File: src/rtl/boot_pkg.sv
// Shared command codes and FSM state encoding for the UART boot loader.
package boot_pkg;

    localparam logic [7:0] BOOT_CMD_SETADDR = 8'h01;
    localparam logic [7:0] BOOT_CMD_DATA    = 8'h02;
    localparam logic [7:0] BOOT_CMD_END     = 8'h03;

    typedef enum logic [2:0] {
        ST_CMD,
        ST_ADDR,
        ST_LEN,
        ST_DATA,
        ST_WRITE,
        ST_CSUM,
        ST_DONE
    } boot_state_e;

endpackage

File: src/rtl/uart_boot_loader.sv
// UART byte-stream boot loader: decodes SETADDR/DATA/END frames into RAM byte writes.
// Optional BOOT_CHECKSUM_EN adds a modulo-256 checksum byte after every DATA payload.
module uart_boot_loader
    import boot_pkg::*;
#(
    parameter int ADDR_W = 18
) (
    input  logic              clk,
    input  logic              reset_n,
    input  logic [7:0]        rx_data,
    input  logic              rx_avail,
    output logic              rx_avail_clear,
    output logic              wr_req,
    input  logic              wr_ack,
    output logic [ADDR_W-1:0] addr,
    output logic [15:0]       data_write,
    output logic              uds,
    output logic              lds,
    output logic              rw,
    output logic              bootmode,
    output logic              boot_end,
    output logic              err
);

`ifdef BOOT_CHECKSUM_EN
    localparam boot_state_e ST_AFTER_PAYLOAD = ST_CSUM;
`else
    localparam boot_state_e ST_AFTER_PAYLOAD = ST_CMD;
`endif

    boot_state_e       state_q, state_d;
    logic              consume;
    logic              ack_fire;
    logic [1:0]        idx_q;
    logic [15:0]       remain_q;
    logic [ADDR_W:0]   byte_addr_q;
`ifdef BOOT_CHECKSUM_EN
    logic [7:0]        csum_q;
`endif

    assign rw = ~wr_req;

    // NOTE: sequential state uses non-blocking assignments so every register
    // samples pre-edge values; blocking here would create order-dependent races.
    always_ff @(posedge clk or negedge reset_n) begin
        if (!reset_n) begin
            state_q <= ST_CMD;
        end else begin
            state_q <= state_d;
        end
    end

    // NOTE: every signal written here gets a default first, otherwise a missed
    // branch would infer a latch.
    always_comb begin
        state_d  = state_q;
        ack_fire = 1'b0;
        // The cycle right after a clear still sees the old rx_avail, so skip it.
        consume  = rx_avail && !rx_avail_clear &&
                   (state_q inside {ST_CMD, ST_ADDR, ST_LEN, ST_DATA, ST_CSUM});

        case (state_q)
            ST_CMD: begin
                if (consume) begin
                    case (rx_data)
                        BOOT_CMD_SETADDR: state_d = ST_ADDR;
                        BOOT_CMD_DATA:    state_d = ST_LEN;
                        BOOT_CMD_END:     state_d = ST_DONE;
                        default:          state_d = ST_CMD;
                    endcase
                end
            end
            ST_ADDR: begin
                if (consume && idx_q == 2'd2) state_d = ST_CMD;
            end
            ST_LEN: begin
                if (consume && idx_q == 2'd1) begin
                    state_d = ({remain_q[7:0], rx_data} == 16'd0) ? ST_AFTER_PAYLOAD : ST_DATA;
                end
            end
            ST_DATA: begin
                if (consume) state_d = ST_WRITE;
            end
            ST_WRITE: begin
                ack_fire = wr_ack && wr_req;
                if (ack_fire) state_d = (remain_q == 16'd1) ? ST_AFTER_PAYLOAD : ST_DATA;
            end
            ST_CSUM: begin
                if (consume) state_d = ST_CMD;
            end
            ST_DONE: state_d = ST_DONE;
            default: state_d = ST_CMD;
        endcase
    end

    always_ff @(posedge clk or negedge reset_n) begin
        if (!reset_n) begin
            rx_avail_clear <= 1'b0;
            wr_req         <= 1'b0;
            addr           <= '0;
            data_write     <= '0;
            uds            <= 1'b0;
            lds            <= 1'b0;
            bootmode       <= 1'b1;
            boot_end       <= 1'b0;
            err            <= 1'b0;
            idx_q          <= '0;
            remain_q       <= '0;
            byte_addr_q    <= '0;
`ifdef BOOT_CHECKSUM_EN
            csum_q         <= '0;
`endif
        end else begin
            rx_avail_clear <= consume;
            boot_end       <= 1'b0;

            case (state_q)
                ST_CMD: begin
                    if (consume) begin
                        idx_q <= '0;
                        case (rx_data)
                            BOOT_CMD_SETADDR, BOOT_CMD_DATA: ;
                            BOOT_CMD_END: begin
                                bootmode <= 1'b0;
                                boot_end <= 1'b1;
                            end
                            default: err <= 1'b1;
                        endcase
                    end
                end
                ST_ADDR: begin
                    // Shift bytes straight in; the top bits of the 24-bit value fall off.
                    if (consume) begin
                        byte_addr_q <= {byte_addr_q[ADDR_W-8:0], rx_data};
                        idx_q       <= idx_q + 2'd1;
                    end
                end
                ST_LEN: begin
                    if (consume) begin
                        remain_q <= {remain_q[7:0], rx_data};
                        idx_q    <= idx_q + 2'd1;
`ifdef BOOT_CHECKSUM_EN
                        csum_q   <= '0;
`endif
                    end
                end
                ST_DATA: begin
                    if (consume) begin
                        data_write <= {rx_data, rx_data};
                        addr       <= byte_addr_q[ADDR_W:1];
                        uds        <= ~byte_addr_q[0];
                        lds        <= byte_addr_q[0];
                        wr_req     <= 1'b1;
`ifdef BOOT_CHECKSUM_EN
                        csum_q     <= csum_q + rx_data;
`endif
                    end
                end
                ST_WRITE: begin
                    if (ack_fire) begin
                        wr_req      <= 1'b0;
                        uds         <= 1'b0;
                        lds         <= 1'b0;
                        byte_addr_q <= byte_addr_q + (ADDR_W+1)'(1);
                        remain_q    <= remain_q - 16'd1;
                    end
                end
                ST_CSUM: begin
`ifdef BOOT_CHECKSUM_EN
                    if (consume && rx_data != csum_q) err <= 1'b1;
`endif
                end
                default: ;
            endcase
        end
    end

endmodule

File: config.mk
export PLATFORM = sky130hd
export DESIGN_NAME = uart_boot_loader
export DESIGN_NICKNAME = d
export VERILOG_FILES = /design/src/rtl/boot_pkg.sv /design/src/rtl/uart_boot_loader.sv
export SDC_FILE = /design/constraint.sdc
export NUM_CORES = 1
export LEC_CHECK = 0
export CORE_MARGIN = 3
export CORE_UTILIZATION = 50
export DETAILED_ROUTE_END_ITERATION = 12
export GPL_TIMING_DRIVEN = 0
export PLACE_DENSITY = 0.77
export RECOVER_POWER = 25
export SLEW_MARGIN = 10
export SYNTH_ARGS = -nofsm -noshare
export SYNTH_HDL_FRONTEND = slang
export SYNTH_SLANG_ARGS = --single-unit
File: constraint.sdc
create_clock -name clk -period 2.7 [get_ports clk]
set_clock_uncertainty 0.15 [all_clocks]
set_input_delay 0.675 -clock clk [delete_from_list [all_inputs] [get_ports clk]]
set_output_delay 0.675 -clock clk [all_outputs]
set_load 0.02 [all_outputs]
---- Yosys cells after proc, flatten, opt, wreduce, memory -nomap -nowiden ----
Cells that the tools add are included.
cells by class
  $add $sub $neg .......................... 3
  eq/ne operators ......................... 22
  muxes and demuxes ....................... 30
  bitwise logic cells ..................... 3
  reduce and logical (&&, ||, !) cells .... 23
operator list
  operator                                               count
  two-way mux 19 bit                                     2
  case mux 19 bit (2 select lines)                       1
  two-way mux 16 bit                                     2
  case mux 16 bit (2 select lines)                       1
  case mux 3 bit (7 select lines)                        1
  adder 19 x 1 -> 19 bit, second input constant          1
  two-way mux 3 bit                                      6
  AND reduction 3 bit                                    6
  equality test 16 x 1 -> 1 bit, second input constant   1
  equality test 8 x 2 -> 1 bit, second input constant    2
  zero test 16 bit                                       1
  subtractor 16 x 1 -> 16 bit, second input constant     1
  inequality test 2 bit, second input constant           7
  equality test 3 bit, second input constant             3
  case mux 3 bit (3 select lines)                        1
  equality test 8 x 1 -> 1 bit, second input constant    1
  two-way mux 1 bit                                      8
  two-way mux 2 bit                                      4
  nonzero test 2 bit                                     4
  equality test 3 x 2 -> 1 bit, second input constant    2
  inequality test 2 x 1 -> 1 bit, second input constant  3
  case mux 1 bit (2 select lines)                        3
  AND reduction 6 bit                                    1
  logical AND 1 bit                                      5
  other kinds (12)                                       14
storage, ports and cells
  flip-flop bits (word level) ............. 81
  input bits .............................. 12
  output and inout port bits .............. 42

---- Logic depth before layout (Yosys ltp) ----
Gate-level depths: netlist of run 1.
  depth after elaboration ................. 6
  gate-level depth with buffers ........... 8
  depth with buffers taken out ............ 7

---- Worst setup path after synthesis of run 1 ----
No wires, ideal clock.
  kind .................................... input port to flip-flop
  from .................................... in rx_avail
  to ...................................... reg addr[11]
  library setup time ...................... 0.125 ns
  arrival ................................. 1.904 ns
  required time ........................... 2.425 ns
  path slack .............................. 0.522 ns
  cell stages on the path ................. 5
  buffers on the path ..................... 2
  path through ............................ or3b_1 nor2_1 buf_2 buf_2 mux2_2
on the way
  word-level cells in the longest chain between the ends .. 3
RTL lines
  element                          RTL line                 RTL
  from (decl)                      uart_boot_loader.sv:11   input logic rx_avail,
  logical AND 1 bit (2 in series)  uart_boot_loader.sv:59   consume = rx_avail && !rx_avail_clear &&
  AND reduction 2 bit (no line)    -
  to (signal assigned)             uart_boot_loader.sv:150  addr <= byte_addr_q[ADDR_W:1];
  to (decl)                        uart_boot_loader.sv:15   output logic [ADDR_W-1:0] addr,
Every way passes these cells.
A chain may end at the register's enable or synchronous reset.

---- Final worst setup path of run 1 ----
Same ends and word-level chain as after synthesis.

==> results of run 1 <==
## power by group
part	internal, mW	switching [mW]
logic	1.28	1.46
registers	1.57	0.484
clock network	0.436	0.457
## metrics by stage
stage / utilization / hold WS [ns] / cell area, um^2 / setup TNS, ns
detailed placement: 0.6015 / 0.2972 / 4672 / -2.669
global placement: 0.5992 / 0.2982 / 4654 / -122.42
CTS: 0.6274 / 0.1172 / 4873 / 0
floorplan: - / 0.2294 / 4006 / 0
global route: 0.6269 / 0.3375 / 4870 / 0
finish: 0.6269 / 0.3153 / 4870 / 0
## kinds of logic after synthesis
| group | share of synthesized area |
|---|---|
| AOI/OAI and AO/OA | 0.2046 |
| adders and majority gates | 0.01562 |
| buffers and inverters | 0.06059 |
| DFF | 0.4563 |
| muxes | 0.07558 |
| and+or+nand+nor | 0.1874 |
## placed cells by master, fill, tap and decap left out, types with 3 or more instances in the layout
master,count
buf_2,14
nand2b_1,3
and3_1,3
o21ai_1,6
o211ai_1,4
or3b_1,3
nand4_1,4
ha_1,5
nor3_1,13
buf_6,3
nor2_1,26
clkbuf_8,9
o21ai_0,22
nand3_1,17
o21a_1,4
o22ai_1,7
clkdlybuf4s50_1,51
nor4_1,6
a21oi_1,34
o22a_1,3
or3_1,3
clkbuf_1,9
nor2b_1,3
o311ai_1,4
a31oi_1,4
inv_1,10
a41oi_1,4
buf_4,9
a31o_2,3
a2bb2oi_1,3
inv_6,3
nand2_1,30
a21o_1,3
dfrtp_1,72
mux2_2,26
## state kept, by name, summed over array words and instances, names as in the netlist
name,count
addr,18
boot_end,1
bootmode,1
byte_addr_q,19
data_write,8
err,1
idx_q,2
lds,1
remain_q,16
rx_avail_clear,1
state_q,3
uds,1
wr_req,1
## metal layers
metal,part of all wire,GRT usage,vias up
met5,0,0,-
met4,0.022,0.09716,0
met3,0.082,0.05367,28
met2,0.44,0.3580,199
met1,0.45,0.3551,1723
li1,-,-,1645
## worst max-delay path by stage
stage	start	to	slack (ns)	cells past startpoint
after global placement	reset_n	addr[17]$_DFFE_PN0P_	-1.66	1
after floorplan	rx_avail	addr[11]$_DFFE_PN0P_	0.52	5
after detailed placement	rx_avail	addr[12]$_DFFE_PN0P_	-0.26	6
final	rx_avail	addr[11]$_DFFE_PN0P_	0.12	6
after CTS	rx_avail	addr[16]$_DFFE_PN0P_	0.11	6
after global routing	rx_avail	addr[11]$_DFFE_PN0P_	0.02	6
## final cells by class
cell class / count / area [um^2] / area share
timing repair buffer: 53 / 534.3 / 0.1097
multi-input combinational: 287 / 1936 / 0.3975
inverter: 10 / 37.54 / 0.007708
clock buffer: 9 / 123.9 / 0.02544
tap: 102 / 127.6 / 0.02621
clock inverter: 7 / 77.57 / 0.01593
buffer: 35 / 205.2 / 0.04214
sequential: 73 / 1828 / 0.3754
==> flow_metrics.py, run 1 <==
metrics = {
    "clocking": {
        "clock_sinks": 73,
        "clock_latency_ns": 0.36,
        "clkTransAtPathRegs_ns": 0.08,
        "cts-root-buf": "clkbuf_8",
        "h-tree-depth": 3,
        "cts_buffer_depth": 2,
        "cts_buffers": 9,
        "cts_resized": 0,
        "ctsHoldBuffers": 0,
        "postCtsSetupBuffers": 0,
        "cts_tree": "done",
    },
    "global_routing": {
        "grt_use_total": 0.2455,
        "grt_pass1_vias": 3432,
        "grt_pass1_wl_mm": 17.22,
        "grt_overflow_total": 0,
        "antenna_found_initial": 0,
        "grt_max_degree": 40,
    },
    "synthesis": {
        "async_flop_share": 1.000,
        "yosysMostFrequentCell": "dfrtp_1",
        "yosysUniqueCellTypes": 70,
        "yosys.area.top_type": "dfrtp_1",
        "synth_warnings": 0,
        "syn_nets": 422,
        "ys_seq_area_frac": 0.4563,
        "synth-edff-count": 0,
        "syn_area_um2": 4006,
        "ys_top_cells_by_count": "72 x dfrtp_1, 34 x a21oi_1, 30 x nand2_1",
        "ys_ff_latch": 73,
        "ys_top_cells_by_area": "dfrtp_1 45%, mux2_2 7.3%, a21oi_1 4.2%, nand2_1 2.8%, o21ai_0 2.7%",
        "syn_area_per_cell_um2": 9.892,
        "syn-instance-count": 405,
        "synthFlopType": "dfrtp_1",
        "netlist.area_leader.share": 0.4497,
    },
    "cells_and_area": {
        "instances_no_fill": 576,
        "final_nets": 486,
        "nFillCells": 663,
        "drive_above_1_share": 0.1878,
        "area_growth_pct": 21.55,
        "num_antenna_cells": 0,
    },
    "setup_path": {
        "r2r-end": "remain_q[14]$_DFFE_PN0P_",
        "critPathLaunchType": "input pin",
        "r2r_cells": 8,
        "worstSetupEndpointType": "flip-flop",
        "crit_top_cell": "buf_2",
        "worst-path-buf-inv": 3,
        "worst-setup-path-type": "in -> reg",
        "cp_top_family": "buffers and inverters",
        "crit_required_ns": 2.80,
        "regToRegStartpoint": "remain_q[0]$_DFFE_PN0P_",
        "cp_slowest_cell": "clkdlybuf4s50_1",
        "slowest_delay_ns": 0.50,
        "arrival_ns": 2.68,
        "r2r_slack_ns": 0.33,
        "cp_max_fo": 10,
        "crit_chain": "clkdlybuf4s50_1, or3b_1, nor2_1, buf_2, buf_2, mux2_2",
    },
    "routing": {
        "avgRoutedWirePerCell_um": 17.81,
        "drt_wl_total_mm": 10.26,
        "vias_per_cell": 6.241,
        "drt_pre_antenna_iters": 5,
        "drcViolationCount": 0,
        "drt_iter0_markers": 289,
        "vias": 3595,
        "ant_nets": 0,
    },
    "pwr": {
        "p_total_mw": 5.691,
        "p_leak_nw": 2.001,
        "worst_ir_drop_vdd_uv": 602.8,
        "powerDensity_nw_per_um2": 1169,
    },
    "sta": {
        "rsz0062_at_grt": "no",
        "maxSlewHeadroom": -0.2935,
        "setup_viol": 0,
        "max_freq_ghz": 0.3870,
        "tightest_slew_ns": 1.940,
        "period_share": 0.9570,
        "finalHoldViolCount": 0,
        "fin_crit_ns": 2.584,
        "setup_ws_ns": 0.1160,
        "finalMaxSlewViolations": 35,
    },
    "placed_design": {
        "place_congestion": 0.8610,
        "port_buffers": 52,
        "dpl.hpwl_mm": 7.203,
        "dp_slack_ns": -0.2628,
        "dp.cells": 560,
    },
    "flow_run": {
        "cap_violations": 1,
    },
    "die": {
        "initial_core_util": 0.5158,
        "die_y_um": 95.52,
        "die_area_um2": 9123,
        "die_w_um": 95.52,
        "coreArea_um2": 7767,
        "num_rows": 32,
        "io_pins": 54,
    },
    "min_path": {
        "hold_path.class": "reg -> reg",
        "hold_end": "err$_DFFE_PN0P_",
        "hold_depth": 1,
        "hp-start": "err$_DFFE_PN0P_",
    },
    "status": {
        "status": "finished, violations left",
        "violations": "max-capacitance violations, max-slew violations",
    },
}
No activity file was read; power rests on OpenSTA's default activity.
==> run 2: changes to the inputs <==
- CTS_BUF_LIST: not set -> sky130_fd_sc_hd__clkbuf_4
==> flow_metrics.py, run 2 (synthesis results as in run 1) <==
metrics = {
    "status": {
        "violations": "max-capacitance violations, max-slew violations",
        "status": "finished, violations left",
    },
    "cells_and_area": {
        "area_growth_pct": 20.14,
        "final_cell_mix": "72 x dfrtp_1, 51 x clkdlybuf4s50_1, 34 x a21oi_1",
        "largest_reg_flops": 19,
        "final_nets": 486,
        "num_antenna_cells": 0,
        "top_register": "byte_addr_q",
        "top_regs": "byte_addr_q (19), addr (18), remain_q (16)",
        "drive_above_1_share": 0.1878,
        "final_common_cell": "dfrtp_1",
    },
    "die": {
        "coreArea_um2": 7767,
        "die_y_um": 95.52,
        "io_pins": 54,
        "die_area_um2": 9123,
        "num_rows": 32,
        "die_w_um": 95.52,
        "initial_core_util": 0.5158,
    },
    "pwr": {
        "powerDensity_nw_per_um2": 1147,
        "p_total_mw": 5.520,
        "worst_ir_drop_vdd_uv": 591.5,
        "p_leak_nw": 1.978,
    },
    "clocking": {
        "cts_tree": "done",
        "postCtsSetupBuffers": 0,
        "cts-root-buf": "clkbuf_4",
        "cts_resized": 0,
        "clock_sinks": 73,
        "h-tree-depth": 3,
        "cts_buffer_depth": 2,
        "clock_latency_ns": 0.44,
        "clkTransAtPathRegs_ns": 0.13,
        "cts_buffers": 9,
        "ctsHoldBuffers": 0,
    },
    "sta": {
        "rsz0062_at_grt": "no",
        "tightest_slew_ns": 1.916,
        "setup_viol": 0,
        "fin_crit_ns": 2.504,
        "finalHoldViolCount": 0,
        "period_share": 0.9275,
        "max_freq_ghz": 0.3993,
        "finalHoldWorstSlack_ns": 0.3233,
        "maxSlewHeadroom": -0.2773,
        "finalMaxSlewViolations": 35,
    },
    "routing": {
        "ant_nets": 0,
        "drt_iter0_markers": 288,
        "drt_pre_antenna_iters": 5,
        "drcViolationCount": 0,
        "vias": 3574,
        "vias_per_cell": 6.205,
        "drt_wl_total_mm": 10.26,
        "avgRoutedWirePerCell_um": 17.82,
    },
    "setup_path": {
        "worst-setup-path-type": "in -> reg",
        "r2r_slack_ns": 0.31,
        "critPathLaunchType": "input pin",
        "cp_max_fo": 10,
        "arrival_ns": 2.69,
        "r2r_cells": 8,
        "crit_required_ns": 2.88,
        "worstSetupEndpointType": "flip-flop",
    },
    "global_routing": {
        "antenna_found_initial": 0,
        "grt_overflow_total": 0,
        "met1_usage": 0.3505,
        "gr-usage-met3": 0.05604,
        "grt_use_total": 0.2431,
        "grt-busiest-layer": "met2",
        "use_met2": 0.3563,
        "grt_max_degree": 40,
        "grt_pass1_vias": 3423,
        "grt_pass1_wl_mm": 17.15,
    },
    "min_path": {
        "hold_depth": 1,
        "hold_path.class": "reg -> reg",
    },
    "placed_design": {
        "dpl.hpwl_mm": 7.203,
        "port_buffers": 52,
        "place_congestion": 0.8610,
    },
    "flow_run": {
        "cap_violations": 1,
    },
}
==> run 2: cell counts in the layout (fill, tap and decap cells not counted) <==
No cell type changed its count.
==> run 2: per-layer routing <==
| metal | vias up | wire [um] |
|---|---|---|
| met2 | 183 | 4619 |
| met5 | - | 0 |
| met1 | 1717 | 4695 |
| met3 | 22 | 779 |
| li1 | 1652 | - |
| met4 | 0 | 169 |
==> run 2: layout make-up <==
| cell class | count | area (um^2) |
|---|---|---|
| Clock buffer | 9 | 67.56 |
| Tap cell | 102 | 127.6 |
| Multi-Input combinational cell | 287 | 1936 |
| Buffer | 35 | 205.2 |
| Timing Repair Buffer | 53 | 534.3 |
| Fill cell | 668 | 2954 |
| Inverter | 10 | 37.54 |
| Sequential cell | 73 | 1828 |
| Clock inverter | 7 | 77.57 |
==> run 2: final timing paths <==
path,startpoint,to
setup / recovery,rx_avail,addr[11]$_DFFE_PN0P_
hold / removal,err$_DFFE_PN0P_,err$_DFFE_PN0P_
setup reg to reg,remain_q[0]$_DFFE_PN0P_,remain_q[14]$_DFFE_PN0P_
hold reg to reg,err$_DFFE_PN0P_,err$_DFFE_PN0P_
max in group asynchronous,reset_n,byte_addr_q[2]$_DFFE_PN0P_
min in group asynchronous,reset_n,addr[3]$_DFFE_PN0P_
==> run 2: critical path: stages <==
cell,delay (ns)
clkdlybuf4s50_1,0.50
or3b_1,0.37
nor2_1,0.15
buf_2,0.32
buf_2,0.30
mux2_2,0.37
==> run 2: power by group <==
part           internal, mW  switching, mW  leakage (nW)  total, mW
combinational          1.28           1.46         0.998       2.74
sequential             1.56          0.483         0.903       2.05
clock                 0.292          0.437        0.0773      0.729
total                  3.14           2.38          1.98       5.52
==> run 2: per-stage QoR <==
step / TNS [ns] / setup WS (ns) / util / cell area (um^2) / instances
6_report: 0 / 0.1956 / 0.6197 / 4813 / 576
5_1_grt: 0 / 0.1067 / 0.6197 / 4813 / 576
4_1_cts: 0 / 0.1873 / 0.6202 / 4817 / 576
3_5_place_dp: -2.669 / -0.2628 / 0.6015 / 4672 / 560
3_3_place_gp: -122.42 / -1.664 / 0.5992 / 4654 / 559
2_1_floorplan: 0 / 0.5217 / - / 4006 / 405
